[config.mk]
export PLATFORM = sky130hd
export DESIGN_NAME = dab_startup_sequencer
export DESIGN_NICKNAME = d
export VERILOG_FILES = /design/src/rtl/dab_ctrl_pkg.sv /design/src/rtl/iref_ramp.sv /design/src/rtl/dab_startup_sequencer.sv
export SDC_FILE = /design/constraint.sdc
export NUM_CORES = 1
export LEC_CHECK = 0
export ABC_AREA = 1
export BUFFER_PORTS_ARGS = -buffer_cell sky130_fd_sc_hd__clkbuf_2
export CAP_MARGIN = 20
export CORE_ASPECT_RATIO = 0.6
export CORE_MARGIN = 3
export CORE_UTILIZATION = 40
export CTS_BUF_LIST = sky130_fd_sc_hd__clkbuf_16
export DETAILED_ROUTE_END_ITERATION = 8
export PLACE_DENSITY = 0.65
export SLEW_MARGIN = 20
export SYNTH_ARGS = -nofsm -noshare
export SYNTH_HDL_FRONTEND = slang
export SYNTH_HIERARCHICAL = 1
export SYNTH_SLANG_ARGS = --single-unit
[constraint.sdc]
create_clock -name clk -period 6.9 [get_ports clk]
set_input_delay 0.345 -clock clk [delete_from_list [all_inputs] [get_ports clk]]
set_output_delay 0.345 -clock clk [all_outputs]
set_load 0.01 [all_outputs]
[src/rtl/dab_ctrl_pkg.sv]
// Shared fixed-point constants, FSM state and modulator-mode encodings for the DAB start-up sequencer.
package dab_ctrl_pkg;

    localparam int FX_W    = 38;
    localparam int FX_FRAC = 17;
    localparam int FX_WI   = FX_W + 1;

    localparam logic signed [FX_W-1:0] FX_ONE = 38'sd1 <<< FX_FRAC;
    localparam logic signed [FX_W-1:0] FX_MAX = {1'b0, {(FX_W-1){1'b1}}};
    localparam logic signed [FX_W-1:0] FX_MIN = {1'b1, {(FX_W-1){1'b0}}};

    typedef enum logic [2:0] {
        ST_IDLE      = 3'd0,
        ST_PRECHARGE = 3'd1,
        ST_SYNC_WAIT = 3'd2,
        ST_RAMP      = 3'd3,
        ST_RUN       = 3'd4,
        ST_FAULT     = 3'd5
    } state_t;

    typedef enum logic [1:0] {
        MODO_IDLE  = 2'b00,
        MODO_START = 2'b01,
        MODO_RUN   = 2'b10,
        MODO_FAULT = 2'b11
    } modo_t;

    function automatic logic signed [FX_W-1:0] fx_sat(input logic signed [FX_WI-1:0] x);
        if (x > $signed({FX_MAX[FX_W-1], FX_MAX})) begin
            return FX_MAX;
        end else if (x < $signed({FX_MIN[FX_W-1], FX_MIN})) begin
            return FX_MIN;
        end
        return x[FX_W-1:0];
    endfunction

    // The modulator is phase-locked from SYNC_WAIT until shutdown completes.
    function automatic logic sync_of(input state_t s);
        return (s == ST_SYNC_WAIT) || (s == ST_RAMP) || (s == ST_RUN);
    endfunction

    function automatic modo_t modo_of(input state_t s);
        case (s)
            ST_SYNC_WAIT, ST_RAMP: return MODO_START;
            ST_RUN:                return MODO_RUN;
            ST_FAULT:              return MODO_FAULT;
            default:               return MODO_IDLE;
        endcase
    endfunction

endpackage

[src/rtl/iref_ramp.sv]
// Saturating rate limiter: moves value_o toward target_i by at most step_i per advance, never overshooting.
module iref_ramp
    import dab_ctrl_pkg::*;
(
    input  logic                   clk,
    input  logic                   rst_n,
    input  logic                   zero_i,
    input  logic                   advance_i,
    input  logic signed [FX_W-1:0] target_i,
    input  logic signed [FX_W-1:0] step_i,
    output logic signed [FX_W-1:0] value_o
);

    logic signed [FX_W-1:0]  value_q, value_d;
    logic signed [FX_WI-1:0] value_w, target_w, step_w, diff_w, dist_w;

    assign value_w  = $signed({value_q[FX_W-1], value_q});
    assign target_w = $signed({target_i[FX_W-1], target_i});
    assign step_w   = $signed({step_i[FX_W-1], step_i});
    assign diff_w   = target_w - value_w;
    assign dist_w   = diff_w[FX_WI-1] ? -diff_w : diff_w;

    // A remaining distance within one step lands exactly on the target.
    always_comb begin
        value_d = value_q;
        if (zero_i) begin
            value_d = '0;
        end else if (advance_i) begin
            if (dist_w <= step_w) begin
                value_d = target_i;
            end else if (diff_w[FX_WI-1]) begin
                value_d = fx_sat(value_w - step_w);
            end else begin
                value_d = fx_sat(value_w + step_w);
            end
        end
    end

    always_ff @(posedge clk or negedge rst_n) begin
        if (!rst_n) begin
            value_q <= '0;
        end else begin
            value_q <= value_d;
        end
    end

    assign value_o = value_q;

endmodule

[src/rtl/dab_startup_sequencer.sv]
// DAB converter start-up sequencer: precharge, modulator sync, current ramp, run and shutdown.
// Overvoltage tripping into FAULT is built only when DAB_OVERVOLT_TRIP_EN is defined.
module dab_startup_sequencer
    import dab_ctrl_pkg::*;
#(
    parameter int unsigned             PRECHARGE_CYC = 1000,
    parameter logic signed [FX_W-1:0]  VDC1_MIN      = 38'sd39321600,
    parameter logic signed [FX_W-1:0]  VDC_MAX       = 38'sd52428800,
    parameter logic signed [FX_W-1:0]  RAMP_STEP     = 38'sd13107
) (
    input  logic                   clk,
    input  logic                   rst,
    input  logic                   CE,
    input  logic                   enable,
    input  logic signed [FX_W-1:0] Vdc1,
    input  logic signed [FX_W-1:0] Vdc2,
    input  logic signed [FX_W-1:0] iref_cmd,
    input  logic                   trigger,
    output logic                   sync,
    output logic signed [FX_W-1:0] iref_out,
    output logic [1:0]             modo_req,
    output logic                   fault,
    output logic [2:0]             state_o
);

    localparam logic [31:0] PC_LAST = (PRECHARGE_CYC > 0) ? 32'(PRECHARGE_CYC - 1) : 32'd0;

    state_t                 state_q, state_d;
    modo_t                  modo_q;
    logic                   sync_q;
    logic [31:0]            cnt_q, cnt_d;
    logic                   fault_cond;
    logic                   ramp_run, ramp_adv, ramp_zero;
    logic                   iref_zero, iref_at_cmd;
    logic signed [FX_W-1:0] ramp_target, iref_q;

`ifdef DAB_OVERVOLT_TRIP_EN
    logic fault_q;

    assign fault_cond = (state_q != ST_IDLE) && (state_q != ST_FAULT)
                        && ((Vdc1 > VDC_MAX) || (Vdc2 > VDC_MAX));
    assign fault = fault_q;
`else
    logic unused_ok;

    assign unused_ok  = ^{Vdc2, VDC_MAX};
    assign fault_cond = 1'b0;
    assign fault      = 1'b0;
`endif

    assign iref_zero   = (iref_q == '0);
    assign iref_at_cmd = (iref_q == iref_cmd);
    assign ramp_run    = (state_q == ST_RAMP) || (state_q == ST_RUN);

    // Dropping enable retargets the ramp to zero; the FSM leaves once zero is reached.
    assign ramp_target = enable ? iref_cmd : '0;
    assign ramp_adv    = CE && trigger && ramp_run && !fault_cond;
    assign ramp_zero   = CE && (fault_cond || (state_q == ST_FAULT) || (state_q == ST_IDLE));

    always_comb begin
        state_d = state_q;
        cnt_d   = '0;
        if (fault_cond) begin
            state_d = ST_FAULT;
        end else begin
            case (state_q)
                ST_IDLE: begin
                    if (enable) state_d = ST_PRECHARGE;
                end
                ST_PRECHARGE: begin
                    if (!enable) begin
                        state_d = ST_IDLE;
                    end else begin
                        cnt_d = cnt_q;
                        if (cnt_q < PC_LAST) begin
                            cnt_d = cnt_q + 32'd1;
                        end else if (Vdc1 >= VDC1_MIN) begin
                            state_d = ST_SYNC_WAIT;
                        end
                    end
                end
                ST_SYNC_WAIT: begin
                    if (!enable) begin
                        state_d = ST_IDLE;
                    end else if (trigger) begin
                        state_d = ST_RAMP;
                    end
                end
                ST_RAMP: begin
                    if (!enable) begin
                        if (iref_zero) state_d = ST_IDLE;
                    end else if (iref_at_cmd) begin
                        state_d = ST_RUN;
                    end
                end
                ST_RUN: begin
                    if (!enable && iref_zero) state_d = ST_IDLE;
                end
                ST_FAULT: begin
                    if (!enable) state_d = ST_IDLE;
                end
                default: state_d = ST_IDLE;
            endcase
        end
    end

    // Mode and sync are decoded from the next state so they change on the same edge as state_o.
    always_ff @(posedge clk or negedge rst) begin
        if (!rst) begin
            state_q <= ST_IDLE;
            cnt_q   <= '0;
            sync_q  <= 1'b0;
            modo_q  <= MODO_IDLE;
`ifdef DAB_OVERVOLT_TRIP_EN
            fault_q <= 1'b0;
`endif
        end else if (CE) begin
            state_q <= state_d;
            cnt_q   <= cnt_d;
            sync_q  <= sync_of(state_d);
            modo_q  <= modo_of(state_d);
`ifdef DAB_OVERVOLT_TRIP_EN
            fault_q <= (state_d == ST_FAULT);
`endif
        end
    end

    iref_ramp u_iref_ramp (
        .clk       (clk),
        .rst_n     (rst),
        .zero_i    (ramp_zero),
        .advance_i (ramp_adv),
        .target_i  (ramp_target),
        .step_i    (RAMP_STEP),
        .value_o   (iref_q)
    );

    assign sync     = sync_q;
    assign iref_out = iref_q;
    assign modo_req = modo_q;
    assign state_o  = state_q;

endmodule

==> summary.txt, run 1 <==
Finish
  – Ratio of cells with drive above 1 in the final layout: roughly a tenth
  – Post-Layout Cell Count: roughly 3400
  – Post-layout util: 45.8%
  – P&R area growth vs syn: 11.5%
  – Final net count: approximately 3200
  – Most frequent cells in the layout: nand2_1 (694), inv_1 (480), nor2_1 (298), nand3_1 (175), a21oi_1 (169)
  – Leading cell type in the layout, fill and taps excluded: nand2_1

Worst setup path
  – Slowest CP cell: o21ai_0
  – Worst path most repeated cell: nand2_1
  – Crit path launch: enable
  – WS Path Type: primary input to flip-flop
  – Reg-to-reg setup timing slack: roughly 0.64 ns
  – CP Data Arrival Time: between 6 and 7 ns
  – CP Capture Type: flip-flop
  – CP Launch Type: primary input
  – CP required: 7.16 ns
  – Reg-to-Reg Start: u_iref_ramp/value_o[27]
  – Crit-path max FO: 37
  – Critical path's largest stage delay: between 0.4 and 0.5 ns

Drt
  – DRC Markers: 0
  – DR WL/cell: ~21 um
  – Post-DR vias/cell: 5.35
  – Pre-antenna DRT Iters: 9
  – Via count: around 18000
  – 1st-iter DRT viols: around 2400
  – DRT antenna net count: 0
  – Routed wire length: around 73 mm

Synthesis
  – Synth Register Bits: 76
  – Ys async rst share: 100%
  – Cells after Synth: 2723
  – Number of distinct library cells after synthesis: 61
  – Number of synthesized flops with an enable pin: 0
  – Synth warn: 6
  – Mapped cell area: approximately 16000 um^2
  – Synth Area per Inst: roughly 5.8 um^2
  – Register area share after synthesis: about an eighth
  – Ys flop type: dfrtp_1

Pwr
  – PD cells: between 400 and 500 nW/um^2
  – VDD IR max: between 0.15 and 0.2 mV
  – Leakage: 9.77 nW

Timing
  – Clock Skew: just under 0.009 ns
  – Worst rel slew slack: around a quarter
  – Max Clk Rate: 0.158 GHz
  – Final setup viols: 0
  – Min cycle time layout: around 6.3 ns
  – Setup_tns: 0 ns
  – RSZ-0062 raised after global routing: no
  – Worst-Margin Slew: roughly 1.1 ns
  – Fin. Hold Viols: 0
  – Slew Viols, Final: 0
  – Tcrit/Tclk final: around nine tenths

Clocking
  – Clk sinks: between 70 and 80
  – CTS tree: built
  – Inserted Clock Buffers: 9
  – Clock transition at the registers of the reported paths: 0.07 ns
  – Worst-Skew Late Latency: ~0.36 ns
  – H-Tree Level Count: 3
  – CTS max path bufs: 2
  – Post-CTS setup repair buffer count: 0
  – Clk root buf: clkbuf_16

Worst hold path
  – Worst hold start: CE
  – HP Class: primary input to flip-flop

Global routing
  – First-pass GRT wire length: ~110 mm
  – Largest net degree at the start of global routing: 44
  – Vias in the first global route: approximately 16000
  – Initial antenna violation count: 1
  – Total congestion overflow: 0
  – Total Routing Usage GR: between 30% and 40%

Floorplanning
  – IO Count: 164
  – Die ar.: roughly 42000 um^2
  – Core region area: 38100 um^2
  – Width of the die: roughly 260 um
  – Initial Util: slightly above 40%
  – Die Height: about 160 um
  – Row count: 55

Placed design
  – Gpl congestion: roughly 1.0
  – DP HPWL: roughly 60 mm
  – IO Port Bufs: between 100 and 150
  – Inst Count DP: 3394

Outcome
  – Status: complete, no violations

Run
  – Max_cap viols: 0
[cell usage after synthesis (24+ instances only)]
library cell | count | area share (%)
nand2_1 | 694 | 17
inv_1 | 480 | 12
nor2_1 | 300 | 7.2
nand3_1 | 175 | 5.6
a21oi_1 | 169 | 5.4
ha_1 | 155 | 12
o21ai_0 | 130 | 4.2
xor2_1 | 104 | 5.8
dfrtp_1 | 76 | 12
nand4_1 | 42 | 1.7
nor3_1 | 41 | 1.3
buf_2 | 40 | 1.3
o21a_1 | 35 | 1.7
nand2_2 | 29 | 1.2
o21ai_1 | 24 | 0.77
[worst paths after layout]
path / cells past startpoint / end
min: 2 / state_o[2]
max reg2reg: 31 / u_iref_ramp/value_o[1]
min in group asynchronous: 2 / cnt_q[3]
max: 33 / u_iref_ramp/value_o[1]
max in group asynchronous: 3 / u_iref_ramp/value_o[15]
min reg2reg: 2 / modo_req[1]
[worst max-delay path: cells and delay by family]
kind,cells,cell delay (ns)
adder cells (fa/ha/maj),2,0.58
XOR/XNOR,2,0.53
buffers and inverters,8,1.33
AO/OA/AOI/OAI,5,1.22
AND/OR/NAND/NOR,16,2.55
[area by class of cell]
type | instances | area (um^2)
timing repair buffer | 151 | 913
tap | 513 | 642
multi-input combinational | 2151 | 11800
sequential | 76 | 1900
clock inverter | 6 | 90.1
fill | 4222 | 20700
clock buffer | 9 | 225
inverter | 504 | 1890
antenna | 2 | 5.00
[flip-flops by register name, summed over array words and instances (netlist names)]
signal / cells
state_o: 3
modo_req: 2
sync: 1
cnt_q: 32
u_iref_ramp/value_o: 38
[kinds of logic after synthesis]
| family | Yosys count | synth area share (%) |
|---|---|---|
| other | 2 | 0.0479 |
| AOI/OAI and AO/OA | 438 | 16.1 |
| buffers and inverters | 573 | 14.5 |
| xor gates and xnor gates | 120 | 6.90 |
| adders and majority gates | 158 | 12.8 |
| DFF | 76 | 12.1 |
| and+or+nand+nor | 1356 | 37.5 |
[where the power goes]
group	internal (mW)	switching (mW)
clock network	0.317	0.235
logic	2.16	4.92
registers	0.526	0.135
[stage by stage]
stage / hold WS [ns] / instance area, um^2 / setup slack [ns] / total power [mW]
after floorplan: 0.0494 / 16000 / 1.58 / 5.19
after global placement: 0.316 / 17100 / 0.638 / 7.36
after detailed placement: 0.329 / 17100 / 0.492 / 7.44
after CTS: 0.282 / 17500 / 0.853 / 8.02
after global routing: 0.320 / 17500 / 0.154 / 8.98
final: 0.302 / 17500 / 0.565 / 8.28
[layer usage]
layer / track usage, % / share of wire [%] / wire [um]
met5: 0 / 0 / 0
met4: 3.90 / 0.77 / 561
met3: 10.2 / 12 / 9050
met2: 44.8 / 37 / 27100
met1: 54.7 / 50 / 36200
[repair_timing]
item,4_1_cts,5_1_grt
hold endpoints to repair,33,0
hold buffers,1,0
resized for setup,0,0
Note: power is estimated with default switching activity, not from simulation.
==> run 2: changes to the inputs <==
Settings changed: REMOVE_ABC_BUFFERS set to 1.
==> run 2 against run 1 <==
Compared with the run above: clock skew is 0.0017 ns higher; utilization shrank 0.066 points; final cell count down 0.26%; global-route usage down 2.0 points; combinational power decreased by 3%; largest cell class unchanged.
==> summary.txt, run 2 (synthesized netlist as in run 1, its figures left out) <==
Outcome
  – Status: complete, no violations (unchanged)

Global routing
  – Vias in the first global route: 16500 (was 16400)
  – Total Routing Usage GR: 32.2% (was 34.2%)
  – First-pass GRT wire length: 101 mm (was 106 mm)
  – Largest net degree at the start of global routing: 77 (was 44)
  – Total congestion overflow: 0 (unchanged)
  – Initial antenna violation count: 2 (was 1)

Worst setup path
  – CP Data Arrival Time: 6.56 ns (was 6.59 ns)
  – CP Depth: 31 (was 33)
  – Reg-to-Reg Start: u_iref_ramp/value_o[16] (was u_iref_ramp/value_o[27])
  – Critical path's largest stage delay: 0.52 ns (was 0.43 ns)
  – WS Path Type: flip-flop to flip-flop (was primary input to flip-flop)
  – WP buf/inv: 4 (was 8)
  – Crit-path max FO: 18 (was 37)
  – CP Capture Type: flip-flop (unchanged)
  – Crit-path leading delay family: simple AND/OR/NAND/NOR gates (unchanged)
  – Worst path most repeated cell: nand2_1 (unchanged)
  – Slowest CP cell: dfrtp_1 (was o21ai_0)
  – Crit path launch: u_iref_ramp/value_o[16] (was enable)
  – CP Launch Type: flip-flop (was primary input)
  – Reg2reg path depth: 31 (unchanged)
  – CP required: 7.16 ns (about the same)

Placed design
  – Inst Count DP: 3387 (was 3394)
  – Gpl congestion: 1.04 (was 1.01)
  – DP HPWL: 58.3 mm (was 61.5 mm)
  – IO Port Bufs: 105 (unchanged)

Drt
  – Post-DR vias/cell: 5.43 (was 5.35)
  – DRC Markers: 0 (unchanged)
  – DR WL/cell: 20.2 um (was 21.4 um)
  – DRT antenna net count: 0 (unchanged)
  – 1st-iter DRT viols: 2359 (was 2365)
  – Via count: 18500 (was 18300)
  – Routed wire length: 68.8 mm (was 72.9 mm)
  – Pre-antenna DRT Iters: 6 (was 9)

Clocking
  – Post-CTS Resized: 0 (unchanged)
  – Clk sinks: 76 (unchanged)
  – CTS max path bufs: 2 (unchanged)
  – Worst-Skew Late Latency: 0.37 ns (was 0.36 ns)
  – CTS tree: built (unchanged)
  – Hold-fix buffer count after cts: 0 (was 1)
  – Clock transition at the registers of the reported paths: 0.07 ns (about the same)
  – Post-CTS setup repair buffer count: 0 (unchanged)
  – H-Tree Level Count: 3 (unchanged)
  – Clk root buf: clkbuf_16 (unchanged)
  – Inserted Clock Buffers: 9 (unchanged)

Timing
  – Setup_tns: 0 ns (unchanged)
  – Tcrit/Tclk final: 91.3% (was 91.8%)
  – Min cycle time layout: 6.30 ns (was 6.34 ns)
  – Clock Skew: 0.0104 ns (was 0.00872 ns)
  – WHS: 0.0134 ns (was 0.302 ns)
  – Final setup viols: 0 (unchanged)
  – Worst rel slew slack: 28.2% (was 25.9%)
  – Worst-Margin Slew: 1.07 ns (was 1.10 ns)
  – Fin. Hold Viols: 0 (unchanged)
  – RSZ-0062 raised after global routing: no (unchanged)
  – Max Clk Rate: 0.159 GHz (was 0.158 GHz)
  – Slew Viols, Final: 0 (unchanged)

Floorplanning
  – IO Count: 164 (unchanged)
  – Row count: 55 (unchanged)
  – Core region area: 38100 um^2 (unchanged)
  – Width of the die: 261 um (unchanged)
  – Die ar.: 41600 um^2 (unchanged)
  – Die Height: 159 um (unchanged)
  – Initial Util: 41.1% (unchanged)

Finish
  – Post-Layout Cell Count: 3403 (was 3412)
  – Most frequent cells in the layout: nand2_1 (694), inv_1 (481), nor2_1 (298), nand3_1 (175), a21oi_1 (169) (was nand2_1 (694), inv_1 (480), nor2_1 (298), nand3_1 (175), a21oi_1 (169))
  – P&R area growth vs syn: 11.4% (was 11.5%)
  – Register area: 1900 um^2 (unchanged)
  – # fillers: 4176 (was 4222)
  – Final net count: 3162 (was 3170)
  – Multi-input gate area: 11800 um^2 (unchanged)
  – ANT cells: 0 (was 2)
  – Max FFs per register: 38 (unchanged)
  – Ratio of cells with drive above 1 in the final layout: 9.69% (was 9.91%)
  – Leading cell type in the layout, fill and taps excluded: nand2_1 (unchanged)

Pwr
  – VDD IR max: 0.248 mV (was 0.192 mV)
  – Leakage: 9.75 nW (was 9.77 nW)
  – PD cells: 466 nW/um^2 (was 474 nW/um^2)

Run
  – Max_cap viols: 0 (unchanged)

Worst hold path
  – HP Class: primary input to async pin (was primary input to flip-flop)
-- run 2: path summary, 6_finish.rpt --
path                                                 to  slack [ns]
worst max-delay path             u_iref_ramp/value_o[5]        0.60
worst min-delay path            u_iref_ramp/value_o[28]        0.01
worst max register to register   u_iref_ramp/value_o[5]        0.60
worst min register to register                     sync        0.49
max in group asynchronous       u_iref_ramp/value_o[15]        6.32
min in group clk                             state_o[2]        0.31
-- run 2: area by class of cell --
type,instances,share of cell area (%)
flip-flops and latches,76,10.9
clock inverters,7,0.667
multi-input cells,2151,67.6
inverters,504,10.8
repair buffers,143,4.97
well taps,513,3.68
clock buffers,9,1.29
-- run 2: per-layer routing --
layer | vias to the layer above | global-route usage (%) | share of wire, % | routed length, um
li1 | 8871 | - | - | -
met1 | 8582 | 50.8 | 49 | 33600
met2 | 955 | 41.2 | 37 | 25100
met3 | 52 | 11.6 | 14 | 9380
met4 | 2 | 4.48 | 1.0 | 708
met5 | - | 0 | 0.013 | 9
-- run 2: worst reg2reg max path, delay by kind of cell, from the launching register on --
family	cells	cell delay, ns
and+or+nand+nor	22	3.83
xor gates and xnor gates	1	0.17
adders and majority gates	2	0.65
DFF	1	0.52
AOI/OAI and AO/OA	2	0.30
buffers and inverters	4	0.71
-- run 2: through the flow --
stage / total power, mW / area, um^2 / worst slack (ns) / util [%]
2_1_floorplan: 5.03 / 15600 / 1.01 / -
3_3_place_gp: 7.11 / 17100 / 0.698 / 44.9
6_report: 8.14 / 17400 / 0.601 / 45.8
5_1_grt: 8.78 / 17400 / 0.348 / 45.8
4_1_cts: 7.83 / 17400 / 0.898 / 45.7
3_5_place_dp: 7.22 / 17100 / 0.616 / 44.9
-- run 2: where the power goes --
group          total [mW]  switching, mW  internal [mW]
logic                6.88           4.75           2.13
registers           0.685          0.160          0.526
clock network       0.570          0.218          0.352
==> run 3: changes to the inputs <==
Clock period 6.9 ns to 6.3 ns, I/O delays scaled along.
==> run 3 against run 2 <==
Compared with the run above: combinational power grew 13%; first-iteration DRC count is 8.9% higher; flip-flop and latch count unchanged; clock power grew 6.3%; critical path type unchanged.
==> summary.txt, run 3 (synthesized netlist as in run 1, its figures left out) <==
Outcome
  – Status: complete, no violations (unchanged)

Timing
  – Worst rel slew slack: 33.9% (was 28.2%)
  – Clock Skew: 0.00997 ns (was 0.0104 ns)
  – Max Clk Rate: 0.163 GHz (was 0.159 GHz)
  – Final setup viols: 0 (unchanged)
  – Tcrit/Tclk final: 97.3% (was 91.3%)
  – Setup_tns: 0 ns (unchanged)
  – Min cycle time layout: 6.13 ns (was 6.30 ns)
  – Slew Viols, Final: 0 (unchanged)
  – Worst setup margin: 0.170 ns (was 0.601 ns)
  – Worst-Margin Slew: 0.981 ns (was 1.07 ns)
  – Fin. Hold Viols: 0 (unchanged)
  – RSZ-0062 raised after global routing: no (unchanged)

Clocking
  – H-Tree Level Count: 3 (unchanged)
  – CTS max path bufs: 2 (unchanged)
  – CTS tree: built (unchanged)
  – Clk sinks: 76 (unchanged)
  – Post-CTS Resized: 0 (unchanged)
  – Post-CTS setup repair buffer count: 0 (unchanged)
  – Hold-fix buffer count after cts: 0 (unchanged)
  – Worst-Skew Late Latency: 0.38 ns (was 0.37 ns)
  – Inserted Clock Buffers: 9 (unchanged)
  – Clk root buf: clkbuf_16 (unchanged)
  – Clock transition at the registers of the reported paths: 0.07 ns (about the same)

Placed design
  – Setup slack at placement: 0.248 ns (was 0.616 ns)
  – Gpl congestion: 1.05 (was 1.04)
  – Inst Count DP: 3416 (was 3387)
  – DP HPWL: 59.0 mm (was 58.3 mm)
  – IO Port Bufs: 105 (unchanged)

Drt
  – 1st-iter DRT viols: 2570 (was 2359)
  – DR WL/cell: 20.4 um (was 20.2 um)
  – DRC Markers: 0 (unchanged)
  – Pre-antenna DRT Iters: 5 (was 6)
  – Post-DR vias/cell: 5.37 (was 5.43)
  – DRT antenna net count: 0 (unchanged)
  – Routed wire length: 69.9 mm (was 68.8 mm)
  – Via count: 18400 (was 18500)

Floorplanning
  – Initial Util: 41.1% (unchanged)
  – Die ar.: 41600 um^2 (unchanged)
  – IO Count: 164 (unchanged)
  – Row count: 55 (unchanged)
  – Die Height: 159 um (unchanged)
  – Width of the die: 261 um (unchanged)
  – Core region area: 38100 um^2 (unchanged)

Worst setup path
  – CP Launch Type: flip-flop (unchanged)
  – Worst path most repeated cell: nand2_1 (unchanged)
  – Crit-path max FO: 21 (was 18)
  – Slowest CP cell: dfrtp_1 (unchanged)
  – Reg-to-reg setup timing slack: 0.17 ns (was 0.60 ns)
  – Critical path's largest stage delay: 0.55 ns (was 0.52 ns)
  – WS Path Type: flip-flop to flip-flop (unchanged)
  – Reg2reg path depth: 30 (was 31)
  – CP Capture Type: flip-flop (unchanged)
  – Reg-to-Reg Start: u_iref_ramp/value_o[12] (was u_iref_ramp/value_o[16])
  – Capture point of the worst reg-to-reg path: u_iref_ramp/value_o[15] (was u_iref_ramp/value_o[5])
  – CP required: 6.57 ns (was 7.16 ns)
  – CP Data Arrival Time: 6.40 ns (was 6.56 ns)

Global routing
  – Top Usage Layer GRT: met1 (unchanged)
  – Met3 GRT Util: 9.12% (was 11.6%)
  – Total congestion overflow: 0 (unchanged)
  – Vias in the first global route: 16400 (was 16500)
  – First-pass GRT wire length: 102 mm (was 101 mm)
  – Largest net degree at the start of global routing: 77 (unchanged)
  – Initial antenna violation count: 0 (was 2)
  – Met1 Usage GRT: 53.2% (was 50.8%)
  – Total Routing Usage GR: 32.7% (was 32.2%)
  – Met2 Track Usage GR: 41.9% (was 41.2%)

Worst hold path
  – HP Class: primary input to async pin (unchanged)

Finish
  – Post-Layout Cell Count: 3432 (was 3403)
  – Final net count: 3191 (was 3162)
  – Ratio of cells with drive above 1 in the final layout: 10.6% (was 9.69%)
  – Most frequent cells in the layout: nand2_1 (694), inv_1 (480), nor2_1 (298), nand3_1 (175), a21oi_1 (169) (was nand2_1 (694), inv_1 (481), nor2_1 (298), nand3_1 (175), a21oi_1 (169))
  – ANT cells: 0 (unchanged)
  – P&R area growth vs syn: 12.7% (was 11.4%)
  – Max FFs per register: 38 (unchanged)
  – Leading cell type in the layout, fill and taps excluded: nand2_1 (unchanged)

Pwr
  – VDD IR max: 0.225 mV (was 0.248 mV)
  – PD cells: 511 nW/um^2 (was 466 nW/um^2)
  – Leakage: 9.90 nW (was 9.75 nW)

Run
  – Max_cap viols: 0 (unchanged)
[run 3: cell count changes in the layout (fill, tap and decap cells not counted), sizes merged]
| cell | previous run | this run |
|---|---|---|
| clkinvlp | 3 | 0 |
| buf | 39 | 68 |
| clkinv | 3 | 7 |
| bufinv | 3 | 2 |
[run 3: worst max-delay path: cells and delay by family (launching register included)]
kind                     cells  cell delay [ns]
AND/OR/NAND/NOR             20             3.46
flip-flops                   1             0.55
XOR/XNOR                     1             0.17
AO/OA/AOI/OAI                2             0.30
adder cells (fa/ha/maj)      2             0.66
buffers and inverters        5             0.84
[run 3: layout make-up]
| class | instances | area [um^2] |
|---|---|---|
| clock inverters | 7 | 100 |
| fillers | 4227 | 20500 |
| flip-flops and latches | 76 | 1900 |
| repair buffers | 172 | 1080 |
| clock buffers | 9 | 225 |
| inverters | 504 | 1890 |
| multi-input cells | 2151 | 11800 |
| well taps | 513 | 642 |
[run 3: worst max path at each step]
stage / start / to / cells past startpoint
floorplan: u_iref_ramp/value_o[0] / u_iref_ramp/value_o[10] / 29
global placement: enable / u_iref_ramp/value_o[5] / 38
detailed placement: enable / u_iref_ramp/value_o[5] / 38
CTS: u_iref_ramp/value_o[12] / u_iref_ramp/value_o[5] / 30
global route: u_iref_ramp/value_o[12] / u_iref_ramp/value_o[15] / 30
finish: u_iref_ramp/value_o[12] / u_iref_ramp/value_o[15] / 30
[run 3: per-layer routing]
metal / routed length (um) / vias to the layer above
li1: - / 8927
met3: 8900 / 65
met5: 115 / -
met2: 25600 / 905
met1: 34500 / 8544
met4: 907 / 2
[run 3: power breakdown]
part | switching (mW) | internal, mW | total, mW
combinational | 5.34 | 2.41 | 7.74
clock | 0.256 | 0.350 | 0.606
sequential | 0.0999 | 0.577 | 0.677
total | 5.69 | 3.33 | 9.02
[run 3: metrics by stage]
| step | util, % | power (mW) | instance area (um^2) | hold WS [ns] |
|---|---|---|---|---|
| after detailed placement | 45.4 | 8.06 | 17300 | 0.465 |
| final | 46.3 | 9.02 | 17600 | 0.00870 |
| after global placement | 45.4 | 7.95 | 17300 | 0.465 |
| after CTS | 46.3 | 8.71 | 17600 | 0.193 |
| after floorplan | - | 5.51 | 15600 | 0.0194 |
| after global routing | 46.3 | 9.76 | 17600 | 0.0640 |
